## config.mk

```make
export PLATFORM = sky130hd
export DESIGN_NAME = bf_dp_exec
export DESIGN_NICKNAME = d
export VERILOG_FILES = /design/src/rtl/bf_dp_exec_pkg.sv /design/src/rtl/addersub_16.sv /design/src/rtl/bf_dp_exec.sv
export SDC_FILE = /design/constraint.sdc
export NUM_CORES = 1
export LEC_CHECK = 0
export CORE_ASPECT_RATIO = 1.25
export CORE_UTILIZATION = 35
export DETAILED_ROUTE_END_ITERATION = 12
export PLACE_DENSITY_LB_ADDON = 0.08
export SETUP_SLACK_MARGIN = 0.3
export SKIP_LAST_GASP = 1
export SLEW_MARGIN = 10
export SYNTH_ARGS = -nofsm -noshare
export SYNTH_HDL_FRONTEND = slang
export SYNTH_SLANG_ARGS = --single-unit
```

## constraint.sdc

```tcl
create_clock -name clk -period 3.93 [get_ports clk]
set_input_delay 0.5895 -clock clk [delete_from_list [all_inputs] [get_ports clk]]
set_output_delay 0.5895 -clock clk [all_outputs]
set_load 0.01 [all_outputs]
```

## src/rtl/bf_dp_exec_pkg.sv

```systemverilog
// Shared opcode and FSM state types for the bfX data-pointer execute stage.
// Imported by bf_dp_exec; opcode values match the op_code port encoding.
package bf_dp_exec_pkg;

    localparam int unsigned ALU_W = 16;

    typedef enum logic [1:0] {
        OP_INC   = 2'd0,
        OP_DEC   = 2'd1,
        OP_RIGHT = 2'd2,
        OP_LEFT  = 2'd3
    } op_e;

    typedef enum logic [2:0] {
        ST_IDLE,
        ST_RD,
        ST_RDW,
        ST_WR,
        ST_MOV
    } state_e;

    function automatic logic is_cell_op(input op_e op);
        return (op == OP_INC) || (op == OP_DEC);
    endfunction

endpackage

```

## src/rtl/addersub_16.sv

```systemverilog
// 16-bit adder/subtractor shared by the cell and pointer datapaths.
// sub=0: sum=a+b, sub=1: sum=a-b, both modulo 2^16.
module addersub_16 (
    input  logic [15:0] a,
    input  logic [15:0] b,
    input  logic        sub,
    output logic [15:0] sum
);

    assign sum = sub ? (a - b) : (a + b);

endmodule

```

## src/rtl/bf_dp_exec.sv

```systemverilog
// Data-pointer / cell execute stage: folded + - > < ops, one-entry write-through cell cache.
// Optional BF_DP_PTR_TRAP_EN: out-of-range moves hold ptr and set sticky err instead of wrapping.
module bf_dp_exec
    import bf_dp_exec_pkg::*;
#(
    parameter int unsigned ADDR_W = 16,
    parameter int unsigned CELL_W = 8
) (
    input  logic              clk,
    input  logic              rst_n,
    input  logic              op_valid,
    output logic              op_ready,
    input  logic [1:0]        op_code,
    input  logic [15:0]       op_count,
    output logic [ADDR_W-1:0] mem_addr,
    output logic              mem_re,
    input  logic [CELL_W-1:0] mem_rdata,
    output logic              mem_we,
    output logic [CELL_W-1:0] mem_wdata,
    output logic [ADDR_W-1:0] ptr,
    output logic              cell_zero,
    output logic              cell_valid,
    output logic              err
);

    state_e             state, state_nxt;
    op_e                op_q;
    logic [15:0]        cnt_q;
    logic [ADDR_W-1:0]  ptr_q;
    logic [CELL_W-1:0]  cell_q;
    logic               cell_valid_q;
    logic               accept;
    logic               trap;

    logic [ALU_W-1:0]   add_a;
    logic [ALU_W-1:0]   add_b;
    logic               add_sub;
    logic [ALU_W-1:0]   add_sum;

    assign accept = op_valid && (state == ST_IDLE);

    always_ff @(posedge clk or negedge rst_n) begin
        if (!rst_n) begin
            state <= ST_IDLE;
        end else begin
            state <= state_nxt;
        end
    end

    always_comb begin
        state_nxt = state;
        case (state)
            ST_IDLE: begin
                if (op_valid) begin
                    if (is_cell_op(op_e'(op_code))) begin
                        state_nxt = cell_valid_q ? ST_WR : ST_RD;
                    end else begin
                        state_nxt = ST_MOV;
                    end
                end
            end
            ST_RD:   state_nxt = ST_RDW;
            ST_RDW:  state_nxt = ST_WR;
            ST_WR:   state_nxt = ST_IDLE;
            ST_MOV:  state_nxt = ST_IDLE;
            default: state_nxt = ST_IDLE;
        endcase
    end

    // One adder serves both paths: the pointer in MOV, the cached cell otherwise.
    always_comb begin
        add_a   = '0;
        add_b   = '0;
        add_sub = 1'b0;
        if (state == ST_MOV) begin
            add_a   = ALU_W'(ptr_q);
            add_b   = cnt_q;
            add_sub = (op_q == OP_LEFT);
        end else begin
            add_a   = ALU_W'(cell_q);
            add_b   = ALU_W'(cnt_q[CELL_W-1:0]);
            add_sub = (op_q == OP_DEC);
        end
    end

    addersub_16 u_addsub (
        .a   (add_a),
        .b   (add_b),
        .sub (add_sub),
        .sum (add_sum)
    );

`ifdef BF_DP_PTR_TRAP_EN
    logic [ADDR_W-1:0] headroom;
    logic              err_q;

    // Exact-range check done on the operands, so no wider adder is needed.
    assign headroom = {ADDR_W{1'b1}} - ptr_q;
    assign trap     = (op_q == OP_LEFT) ? (cnt_q > ALU_W'(ptr_q))
                                        : (cnt_q > ALU_W'(headroom));

    always_ff @(posedge clk or negedge rst_n) begin
        if (!rst_n) begin
            err_q <= 1'b0;
        end else if ((state == ST_MOV) && trap) begin
            err_q <= 1'b1;
        end
    end

    assign err = err_q;
`else
    assign trap = 1'b0;
    assign err  = 1'b0;
`endif

    always_ff @(posedge clk or negedge rst_n) begin
        if (!rst_n) begin
            op_q         <= OP_INC;
            cnt_q        <= '0;
            ptr_q        <= '0;
            cell_q       <= '0;
            cell_valid_q <= 1'b0;
        end else begin
            if (accept) begin
                op_q  <= op_e'(op_code);
                cnt_q <= op_count;
            end
            case (state)
                ST_RDW: cell_q <= mem_rdata;
                ST_WR: begin
                    cell_q       <= add_sum[CELL_W-1:0];
                    cell_valid_q <= 1'b1;
                end
                ST_MOV: begin
                    if (!trap) begin
                        ptr_q        <= add_sum[ADDR_W-1:0];
                        cell_valid_q <= 1'b0;
                    end
                end
                default: ;
            endcase
        end
    end

    assign op_ready   = (state == ST_IDLE);
    assign mem_re     = (state == ST_RD);
    assign mem_we     = (state == ST_WR);
    assign mem_wdata  = add_sum[CELL_W-1:0];
    assign mem_addr   = ptr_q;
    assign ptr        = ptr_q;
    assign cell_valid = cell_valid_q;
    assign cell_zero  = cell_valid_q && (cell_q == '0);

endmodule

```

==> impl_metrics.yaml, run 1 <==
route:
  route.detailed.drc: 0
  drt_iter0_markers: 105
  vias: 2772
  routed_wl_um: 8310
  ant_nets: 0
  vias_per_cell: 4.96
  dr.pass1.iters: 4
  wire_per_inst_um: 14.9
cts:
  htreeDepth: 2
  clkLatencyLatePin_ns: 0.29
  cts_root_buf: "clkbuf_16"
  numCtsBuffers: 5
  cts_tree: "done"
  clk_pin_slew_ns: 0.07
  cts.path.max_buffers: 2
  clock-sinks: 46
global_routing:
  grt_overflow: 0
  antenna_found_initial: 0
  grt_use_total_pct: 17.5
  grt_pass1_vias: 2680
  grt_pass1_wl_um: 13100
  grt_max_degree: 47
hold_path:
  hold_path_class: "input port to async pin"
timing:
  hold_viol_final: 0
  hold_slack_ns: 0.480
  relSlewSlack_pct: 27.8
  rsz0062_at_grt: "true"
  finalCriticalPeriod_ns: 3.57
  fin_crit_sh_pct: 91.0
  tightest_slew_ns: 1.08
  setup_viol: 0
  tns_ns: 0
  maxSlewViolCount: 0
  fmax_mhz: 280
  setup_ws_ns: 0.355
  skew_ns: 0.00760
final_layout:
  n_antenna_cell: 0
  fin_nets: 482
  drive_gt1_share_pct: 17.9
  area_growth_pct: 33.2
placed_design:
  gp_congestion: 0.929
  dp_hpwl_um: 6040
  port_buffers: 73
  place_ws_ns: 0.154
worst_setup_path:
  cp-end-kind: "output pin"
  required_ns: 3.34
  cp-start-kind: "flip-flop"
  cp_max_fo: 7
  arrival_ns: 2.99
  crit_type: "flip-flop to output pin"
synthesis:
  netlist_instances: 378
  yosysWarnings: 0
  synth_area_leaders: "dfrtp_1 (35%), nand2_1 (8.7%), ha_1 (6.1%)"
  yosys.area.top_type: "dfrtp_1"
  async_flop_share_pct: 100
  synth_nets: 424
  synth.top_cell.area_share_pct: 35.1
  synth_edf_count: 0
  synth_ff_type: "dfrtp_1"
  yosys.cell_types.count: 49
  ys_seq_area_share_pct: 35.1
  synth_seq_cells: 46
  synth.avg_cell_area_um2: 8.67
  syn-cell-area_um2: 3280
floorplan:
  die_h_um: 110
  dieArea_um2: 9750
  rows: 39
  die_w_um: 88.5
  initial_core_util_pct: 35.9
  pin_count: 75
  core_um2: 9130
status:
  status: "completed"
run:
  maxCapViolations: 0
-- per-stage QoR --
| stage | instance area (um2) | instances | utilization, % |
|---|---|---|---|
| after floorplan | 3280 | 378 | - |
| after global placement | 3990 | 544 | 43.7 |
| after detailed placement | 3990 | 544 | 43.7 |
| after CTS | 4230 | 554 | 46.4 |
| after global routing | 4360 | 559 | 47.8 |
| final | 4360 | 559 | 47.8 |
-- cell type report --
cell class / count / area, um2
clock buffer: 6 / 139
clock inverter: 1 / 30.0
fill: 917 / 4760
inverter: 10 / 37.5
multi-input combinational: 280 / 1980
sequential: 46 / 1150
tap: 123 / 154
timing repair buffer: 93 / 872
-- worst max-delay path, cell delays in order (launching register included) --
cell,delay [ns]
dfrtp_1,0.41
or3_1,0.49
o31ai_1,0.28
xor2_1,0.29
ha_2,0.40
nand2_1,0.08
o21ai_0,0.11
a41oi_2,0.18
xnor2_1,0.18
clkdlybuf4s15_2,0.26
-- layout by cell type, fill, tap and decap left out, types with 3 or more instances in the layout --
cell | netlist | layout
buf_4 | 25 | 18
xnor2_1 | 13 | 10
ha_1 | 16 | 12
and2_1 | 8 | 8
nor2_1 | 15 | 13
inv_1 | 10 | 10
dfrtp_1 | 46 | 45
a21oi_1 | 22 | 18
nand2_1 | 76 | 76
clkbuf_16 | 0 | 5
o31ai_1 | 3 | 3
nand2b_1 | 5 | 4
a21o_1 | 8 | 8
nor3_1 | 6 | 6
ha_2 | 0 | 3
nand3_1 | 4 | 4
o21a_1 | 3 | 3
xor2_1 | 10 | 10
mux2_2 | 17 | 16
o21ai_0 | 27 | 27
or3_1 | 3 | 3
buf_2 | 1 | 3
clkdlybuf4s50_1 | 0 | 67
mux2i_1 | 10 | 7
nand4_1 | 3 | 3
xnor2_2 | 0 | 3
a21oi_2 | 0 | 3
-- Yosys cell counts, types with 4 or more instances --
master / number
mux2_2: 17
a21oi_1: 22
dfrtp_1: 46
nand2b_1: 5
nor3_1: 6
buf_4: 25
clkbuf_1: 14
nand3_1: 4
nor2_1: 15
mux2i_1: 10
ha_1: 16
a21o_1: 8
nand2_1: 76
xor2_1: 10
xnor2_1: 13
inv_1: 10
o21ai_0: 27
and2_1: 8
-- sequential cells by signal (all words and copies together), names as in the netlist --
name	count
mem_addr	16
op_q	2
cnt_q	16
state	3
cell_q	8
cell_valid	1
-- layer usage --
metal / GRT usage [%] / routed length, um / up-vias
li1: - / - / 1400
met2: 31.5 / 4270 / 64
met4: 4.95 / 112 / 0
met3: 2.08 / 229 / 8
met5: 0 / 0 / -
met1: 21.7 / 3700 / 1300
-- timing repair --
item / in CTS / in global routing
pin swaps: 5 / 14
buffers inserted: 3 / 5
hold buffers: 0 / 0
endpoints found under the hold margin: 0 / 0
gates resized for setup: 21 / 27
endpoints found under the setup margin: 5 / 7
-- final timing paths --
| check | startpoint | end | slack (ns) | cells after the start |
|---|---|---|---|---|
| setup / recovery | cnt_q[2] | mem_wdata[7] | 0.36 | 9 |
| max in group asynchronous | rst_n | state[2] | 2.69 | 1 |
| setup reg to reg | state[0] | mem_addr[15] | 0.51 | 15 |
| hold / removal | rst_n | mem_addr[11] | 0.48 | 1 |
| min in group clk | cell_q[3] | cell_q[3] | 0.51 | 2 |
| hold reg to reg | cell_q[3] | cell_q[3] | 0.51 | 2 |
-- cell families (layout without fill, tap and decap cells) --
kind of cell | Yosys count | after routing | synth area share (%)
and+or+nand+nor | 128 | 128 | 17.7
AOI/OAI and AO/OA | 84 | 84 | 16.2
buffers and inverters | 52 | 110 | 9.09
DFF | 46 | 46 | 35.1
muxes | 27 | 27 | 8.90
xor gates and xnor gates | 23 | 23 | 6.15
adders and majority gates | 17 | 17 | 6.72
other | 1 | 1 | 0.114
Power of run 1 is left out: the tool's default activity adds up to more than one toggle a clock period on the data nets, which glitch-free logic cannot reach.
==> run 2: changes to the inputs <==
- CTS_BUF_LIST: default -> sky130_fd_sc_hd__clkbuf_8
==> impl_metrics.yaml, run 2 (synthesized netlist as in run 1, its figures left out) <==
status:
  status: "completed"
final_layout:
  area_growth_pct: 31.7
  n_antenna_cell: 0
  final.fill_count: 929
  layout_common_cells: "nand2_1 (76), clkdlybuf4s50_1 (66), dfrtp_1 (45)"
  multiInputGateArea_um2: 1990
  fin_nets: 482
  final-seq-area_um2: 1150
  utilization_pct: 47.3
  final_common_cell: "nand2_1"
  final_area_um2: 4310
  drive_gt1_share_pct: 17.9
run:
  maxCapViolations: 0
route:
  vias_per_cell: 4.94
  drt_iter0_markers: 85
  ant_nets: 0
  routed_wl_um: 8260
  dr.pass1.iters: 4
  route.detailed.drc: 0
  wire_per_inst_um: 14.8
  vias: 2760
cts:
  clk_pin_slew_ns: 0.10
  cts_tree: "done"
  htreeDepth: 2
  clock-sinks: 46
  clkLatencyLatePin_ns: 0.31
  cts_root_buf: "clkbuf_8"
  numCtsBuffers: 5
  cts.path.max_buffers: 2
global_routing:
  grt_max_degree: 47
  grt_overflow: 0
  grt_pass1_vias: 2688
  grt_use_total_pct: 17.3
  grt_pass1_wl_um: 13000
  antenna_found_initial: 0
timing:
  tns_ns: 0
  rsz0062_at_grt: "true"
  maxSlewViolCount: 0
  fmax_mhz: 274
  relSlewSlack_pct: 29.6
  fin_crit_sh_pct: 92.8
  finalCriticalPeriod_ns: 3.65
  hold_viol_final: 0
  tightest_slew_ns: 1.06
  setup_ws_ns: 0.284
  setup_viol: 0
  skew_ns: 0.0137
floorplan:
  die_h_um: 110
  initial_core_util_pct: 35.9
  core_um2: 9130
  dieArea_um2: 9750
  pin_count: 75
  die_w_um: 88.5
  rows: 39
placed_design:
  dp_hpwl_um: 6040
  port_buffers: 73
  gp_congestion: 0.929
  dpl_cell_area_um2: 3990
  place_ws_ns: 0.154
worst_setup_path:
  cp_max_fo: 4
  cp-end-kind: "output pin"
  cp-start-kind: "flip-flop"
  crit_type: "flip-flop to output pin"
  required_ns: 3.34
  arrival_ns: 3.06
hold_path:
  hold_path_class: "input port to async pin"
==> run 2: repair_timing <==
action	CTS	global route
endpoints found under the setup margin	5	8
resized for setup	22	28
setup buffers	3	5
hold buffers	0	0
pin swaps	5	13
==> run 2: per-layer routing <==
| layer | global-route usage (%) | part of all wire (%) | vias up |
|---|---|---|---|
| met1 | 21.4 | 45 | 1302 |
| met5 | 0 | 0 | - |
| li1 | - | - | 1399 |
| met4 | 4.38 | 1.1 | 0 |
| met2 | 31.5 | 52 | 51 |
| met3 | 2.08 | 2.4 | 8 |
==> run 2: final timing paths <==
check,cells past startpoint,slack (ns),from,to
worst max-delay path,12,0.28,state[0],mem_wdata[5]
max in group asynchronous,1,2.74,rst_n,state[2]
min in group clk,2,0.51,cell_q[3],cell_q[3]
worst min-delay path,1,0.47,rst_n,mem_addr[10]
worst min register to register,2,0.51,cell_q[3],cell_q[3]
worst max register to register,15,0.52,state[0],mem_addr[15]
==> run 2: layout make-up <==
cell class | instances | area share [%]
clock buffer | 6 | 1.91
clock inverter | 1 | 0.696
inverter | 10 | 0.870
multi-input combinational | 280 | 46.1
sequential | 46 | 26.7
tap | 123 | 3.57
timing repair buffer | 93 | 20.1
==> run 2: per-stage QoR <==
stage | hold slack (ns) | std cells
floorplan | 0.294 | 378
global placement | 0.488 | 544
detailed placement | 0.499 | 544
CTS | 0.516 | 554
global route | 0.550 | 559
finish | 0.470 | 559
==> run 2: critical path, cell delays in order, from the launching register on <==
cell	delay (ns)
dfrtp_1	0.42
nor3b_4	0.29
buf_6	0.17
mux2i_4	0.22
nor2_1	0.07
xnor2_1	0.22
ha_2	0.30
nor2_1	0.10
a21oi_2	0.31
o21a_1	0.20
nor2_2	0.05
xnor2_2	0.23
buf_2	0.18
Power of run 2 is left out for the same reason.
==> RTL edit 1 (flow settings as in run 2) <==
Add a define of `BF_DP_PTR_TRAP_EN`.
--- a/src/rtl/bf_dp_exec.sv
+++ b/src/rtl/bf_dp_exec.sv
@@ -1,5 +1,7 @@
 // Data-pointer / cell execute stage: folded + - > < ops, one-entry write-through cell cache.
 // Optional BF_DP_PTR_TRAP_EN: out-of-range moves hold ptr and set sticky err instead of wrapping.
+`define BF_DP_PTR_TRAP_EN
+
 module bf_dp_exec
     import bf_dp_exec_pkg::*;
 #(
Formal check against the unedited RTL: not equivalent (Yosys sat finds a counterexample within 4 cycles, from zero or initial values and one cycle with rst_n low).
==> RTL edit 1 against run 2 <==
The run now ends with DRC left; first-iteration DRC count up 16%; sequential cell count up 1; register-to-register slack better by 0.05 ns; routed wire length up 27%; area after synthesis up 22%; clock skew down 0.0061 ns; worst setup slack better by 0.16 ns; via count up 22%; cell area up 15%; cell count up 16%.
Power is left out: the tool's default activity adds up to more than one toggle a clock period on the data nets, which glitch-free logic cannot reach.
==> RTL edit 1: results (changes against run 2) <==
status finished with violations; violated checks DRC; Final Net Count 589 (+22%); pre-CTS setup slack 0.179 ns (+0.0247 ns); arrival time of data at the critical path endpoint 2.89 ns (-0.17 ns); ratio of cells with drive above 1 in the final layout 14.1% (-3.8 points); Max Clock Skew 0.00755 ns (-0.00615 ns); cell total after placement 632 (+16%); Iteration-0 DRC Markers 99 (+16%); post-route design area 4970 um2 (+15%); highest net fanout along the worst path 6 (+2); DRC 8 (+8); Seq/Total Area, Yosys 29.3% (-5.8 points); post-placement cell area 4760 um2 (+19%); Max-Slew Margin vs Limit 45.9% (+16 points); library cell contributing the largest single delay on the critical path sky130_fd_sc_hd__dfrtp_2; met1 Use GR 21.8% (+0.37 points); Detailed Place HPWL 8240 um (+36%); FILL cells 1150 (+24%); Yosys cell types 52 (+6.1%); Routed wire per std cell 16.2 um (+9.9%); wire length after detailed routing 10500 um (+27%); total track usage 18.5% (+1.2 points); first-pass GRT wire length 17100 um (+32%); cell count of the worst reg-to-reg path 12 (-3); most instantiated cells after synthesis 48 x sky130_fd_sc_hd__ha_1, 47 x sky130_fd_sc_hd__dfrtp_1, 42 x sky130_fd_sc_hd__nand2_1, 34 x sky130_fd_sc_hd__o21ai_0, 29 x sky130_fd_sc_hd__inv_1; GR met3 Demand/Resource 2.12% (+0.038 points); top post-synthesis cells by area sky130_fd_sc_hd__dfrtp_1 29%, sky130_fd_sc_hd__ha_1 15%, sky130_fd_sc_hd__mux2_2 6.2%; GR Layer Usage met2 33.8% (+2.2 points); first-pass detailed-route iteration total 10 (+6); Vias 3364 (+22%); synthesized instance count 451 (+19%); Routed met2 length 5330 um (+25%); pin count of the biggest net entering global routing 48 (+2.1%); net count after synthesis 529 (+25%); end of the worst register-to-register path mem_addr[15]
-- RTL edit 1: changes by cell type after synthesis, sizes merged, moves of 6 or more --
cell,run 2,this run
mux2i,10,18
nor2,15,26
nor4,2,8
nand2,76,43
a21oi,22,28
inv,10,29
ha,16,48
-- RTL edit 1: area by class of cell --
cell class	instances	share of cell area, %
clock buffers	7	1.94
clock inverters	1	0.0755
inverters	29	2.19
multi-input cells	335	51.3
flip-flops and latches	47	23.7
well taps	135	3.40
repair buffers	93	17.4
-- RTL edit 1: cell families after synthesis --
| logic type | synth area share, % |
|---|---|
| muxes | 10.7 |
| DFF | 29.3 |
| adders and majority gates | 15.5 |
| xor gates and xnor gates | 5.02 |
| AOI/OAI and AO/OA | 15.6 |
| buffers and inverters | 8.86 |
| and+or+nand+nor | 15.1 |
-- RTL edit 1: critical path: cells and delay by family (launching register included) --
family,cells,cell delay (ns)
compound gates,2,0.43
xor+xnor,2,0.32
fa+ha+maj,1,0.27
buf+inv,1,0.17
flops,1,0.47
mux,1,0.26
simple gates,4,0.65
-- RTL edit 1: timing repair --
| action | in CTS | in global routing |
|---|---|---|
| endpoints found under the setup margin | 5 | 6 |
| pin swaps | 2 | 5 |
| hold endpoints to repair | 0 | 0 |
| setup buffers | 1 | 6 |
| gates resized for setup | 12 | 17 |
-- RTL edit 1: worst max path at each step --
stage	from	end	slack, ns	depth (start not counted)
after floorplan	state[0]	mem_wdata[7]	0.53	14
after global placement	state[0]	mem_wdata[7]	0.21	12
after detailed placement	state[0]	mem_wdata[7]	0.18	12
after CTS	state[0]	mem_wdata[7]	0.12	12
after global routing	state[0]	mem_wdata[7]	0.25	11
final	state[0]	mem_wdata[7]	0.45	11
==> RTL edit 2 (config.mk and constraints of run 2) <==
Without the edit above. The 5 states of `state_e` get a one-hot encoding in 5 bits.
--- a/src/rtl/bf_dp_exec_pkg.sv
+++ b/src/rtl/bf_dp_exec_pkg.sv
@@ -11,12 +11,12 @@
         OP_LEFT  = 2'd3
     } op_e;
 
-    typedef enum logic [2:0] {
-        ST_IDLE,
-        ST_RD,
-        ST_RDW,
-        ST_WR,
-        ST_MOV
+    typedef enum logic [4:0] {
+        ST_IDLE = 5'b00001,
+        ST_RD   = 5'b00010,
+        ST_RDW  = 5'b00100,
+        ST_WR   = 5'b01000,
+        ST_MOV  = 5'b10000
     } state_e;
 
     function automatic logic is_cell_op(input op_e op);
Formal check against the unedited RTL: no difference found for any inputs over 4 cycles, from zero or initial values and one cycle with rst_n low; so few cycles prove little.
==> RTL edit 2 against run 2 <==
Utilization grew 0.56 points; sequential cell count grew 2; routed wire length grew 4.7%; worst setup slack gained 0.018 ns; critical endpoint is now mem_wdata[6]; clock skew shrank 0.0068 ns; cell area grew 2.3%; area after synthesis grew 2.2%; fmax grew 0.50%.
==> RTL edit 2: results (changes against run 2) <==
Max Clock Skew 0.00687 ns (-0.00683 ns); met1 Use GR 23.9% (+2.4 points); HP Class primary input to asynchronous set/reset pin; most instantiated cells after synthesis 128 x sky130_fd_sc_hd__nand2_1, 47 x sky130_fd_sc_hd__dfrtp_1, 27 x sky130_fd_sc_hd__nor2_1, 26 x sky130_fd_sc_hd__buf_4, 22 x sky130_fd_sc_hd__o21ai_0; post-synthesis average cell area 7.93 um2 (-8.5%); top post-synthesis cells by area sky130_fd_sc_hd__dfrtp_1 35%, sky130_fd_sc_hd__nand2_1 14%, sky130_fd_sc_hd__ha_1 6.0%; IO Port Bufs 73 (unchanged); first-pass GRT wire length 14000 um (+7.8%); vias in the first global route 2931 (+9.0%); peak ir drop on the vdd network roughly 410 uV; antenna violations before repair 0 (unchanged); Num CTS Buffers 5 (unchanged); Static Leak approximately 2.1 nW; Yosys cell types 55 (+12%); cell total after placement 592 (+8.8%); transition time of the tightest slew-check pin 0.616 ns (-0.440 ns); Synth warnings 0 (unchanged); Iteration-0 DRC Markers 139 (+64%); highest net fanout along the worst path 3 (-1); ratio of cells with drive above 1 in the final layout 15.0% (-2.8 points); Routed met2 length 4340 um (+1.6%); share of total power in the clock network 6.5%; setup_tns 0 ns (unchanged); total track usage 18.1% (+0.79 points); net count after synthesis 468 (+10%); Detailed Place HPWL 6240 um (+3.2%); share of flip-flops with an asynchronous set or reset 100% (unchanged); Power Internal 2.58 mW; clock transition time at the flip-flop clock pins of the worst setup and hold paths 0.09 ns; pin count of the biggest net entering global routing 49 (+4.3%); most used flip-flop cell after synthesis sky130_fd_sc_hd__dfrtp_1; post-placement cell area 4080 um2 (+2.1%); post-layout utilization of the core 47.8% (+0.56 points); Final Net Count 537 (+11%); GR Layer Usage met2 29.9% (-1.7 points); cell at the root of the clock tree sky130_fd_sc_hd__clkbuf_8; uppermost metal layer occupied by signal nets met4; number of buffers on the longest clock path 2 (unchanged); GR met3 Demand/Resource 2.82% (+0.73 points); power in sequential cells 0.931 mW; wire length after detailed routing 8650 um (+4.7%); diode insertion count for antenna repair 0 (unchanged); status completed; first-pass detailed-route iteration total 4 (unchanged); Routed wire per std cell 14.1 um (-4.8%); final weighted congestion of routability-driven global placement 0.847 (-8.9%); FILL cells 926 (-0.32%); CTS HTree Levels 2 (unchanged); Seq/Total Area, Yosys 35.9% (+0.78 points); met3 WL post-DR 281 um (+41%); arrival time of data at the critical path endpoint 3.04 ns (-0.02 ns); later-pin clock latency in the skew report 0.31 ns (about the same); Vias 3051 (+11%); sum of routed wire segments on met1 3860 um (+4.5%)
==> RTL edit 2: cell types whose count changed in the layout (fill, tap and decap cells not counted), sizes merged, moves of 4 or more <==
cell,change
mux2,-13
xnor2,-5
nand2,+52
buf,+7
nor2,+13
o21ai,-7
nor3b,+4
a21oi,-9
mux2i,-6
==> RTL edit 2: critical path, cell delays in order (launching register included) <==
cell	delay, ns
sky130_fd_sc_hd__dfrtp_1	0.40
sky130_fd_sc_hd__nor2_2	0.13
sky130_fd_sc_hd__and4bb_2	0.30
sky130_fd_sc_hd__buf_6	0.13
sky130_fd_sc_hd__mux2i_4	0.24
sky130_fd_sc_hd__nor2_2	0.05
sky130_fd_sc_hd__xnor2_1	0.12
sky130_fd_sc_hd__ha_1	0.32
sky130_fd_sc_hd__buf_6	0.14
sky130_fd_sc_hd__a21o_1	0.17
sky130_fd_sc_hd__a21oi_2	0.18
sky130_fd_sc_hd__o21ai_2	0.07
sky130_fd_sc_hd__a21oi_2	0.17
sky130_fd_sc_hd__xnor2_2	0.14
sky130_fd_sc_hd__buf_2	0.16
==> RTL edit 2: timing repair <==
item / in CTS / in global routing
resized for setup: 32 / 25
setup endpoints to repair: 6 / 8
pin swaps: 12 / 17
setup buffers: 9 / 6
hold buffers: 0 / 0
==> RTL edit 2: cell type report <==
| class | count | share of cell area, % |
|---|---|---|
| multi-input combinational | 322 | 45.0 |
| sequential | 48 | 27.3 |
| timing repair buffer | 101 | 21.0 |
| tap | 123 | 3.49 |
| clock buffer | 6 | 1.87 |
| inverter | 13 | 1.11 |
| clock inverter | 2 | 0.255 |
==> RTL edit 2: worst paths after layout <==
kind / start / endpoint / slack, ns / depth (start not counted)
max in group asynchronous: rst_n / mem_addr[15] / 3.15 / 2
worst max register to register: state[0] / mem_addr[15] / 0.46 / 18
worst max-delay path: state[1] / mem_wdata[6] / 0.30 / 14
worst min-delay path: rst_n / mem_addr[13] / 0.36 / 2
worst min register to register: op_q[1] / op_q[1] / 0.50 / 1
min in group clk: op_q[1] / op_q[1] / 0.50 / 1
==> RTL edit 2: logic make-up (layout without fill, tap and decap cells) <==
group / Yosys count / count (layout) / share of synthesized area [%]
compound gates: 71 / 71 / 13.6
xor+xnor: 20 / 20 / 5.23
fa+ha+maj: 17 / 17 / 6.58
buf+inv: 52 / 122 / 8.86
flops: 48 / 48 / 35.9
mux: 8 / 8 / 2.54
other cells: 1 / 1 / 0.112
simple gates: 205 / 205 / 27.1
==> RTL edit 2: stage by stage <==
step                power, mW  setup WS (ns)
global placement         4.13         0.0743
CTS                      4.68          0.218
floorplan                3.17          0.448
finish                   4.87          0.302
global route             5.31          0.129
detailed placement       4.16       -0.00625
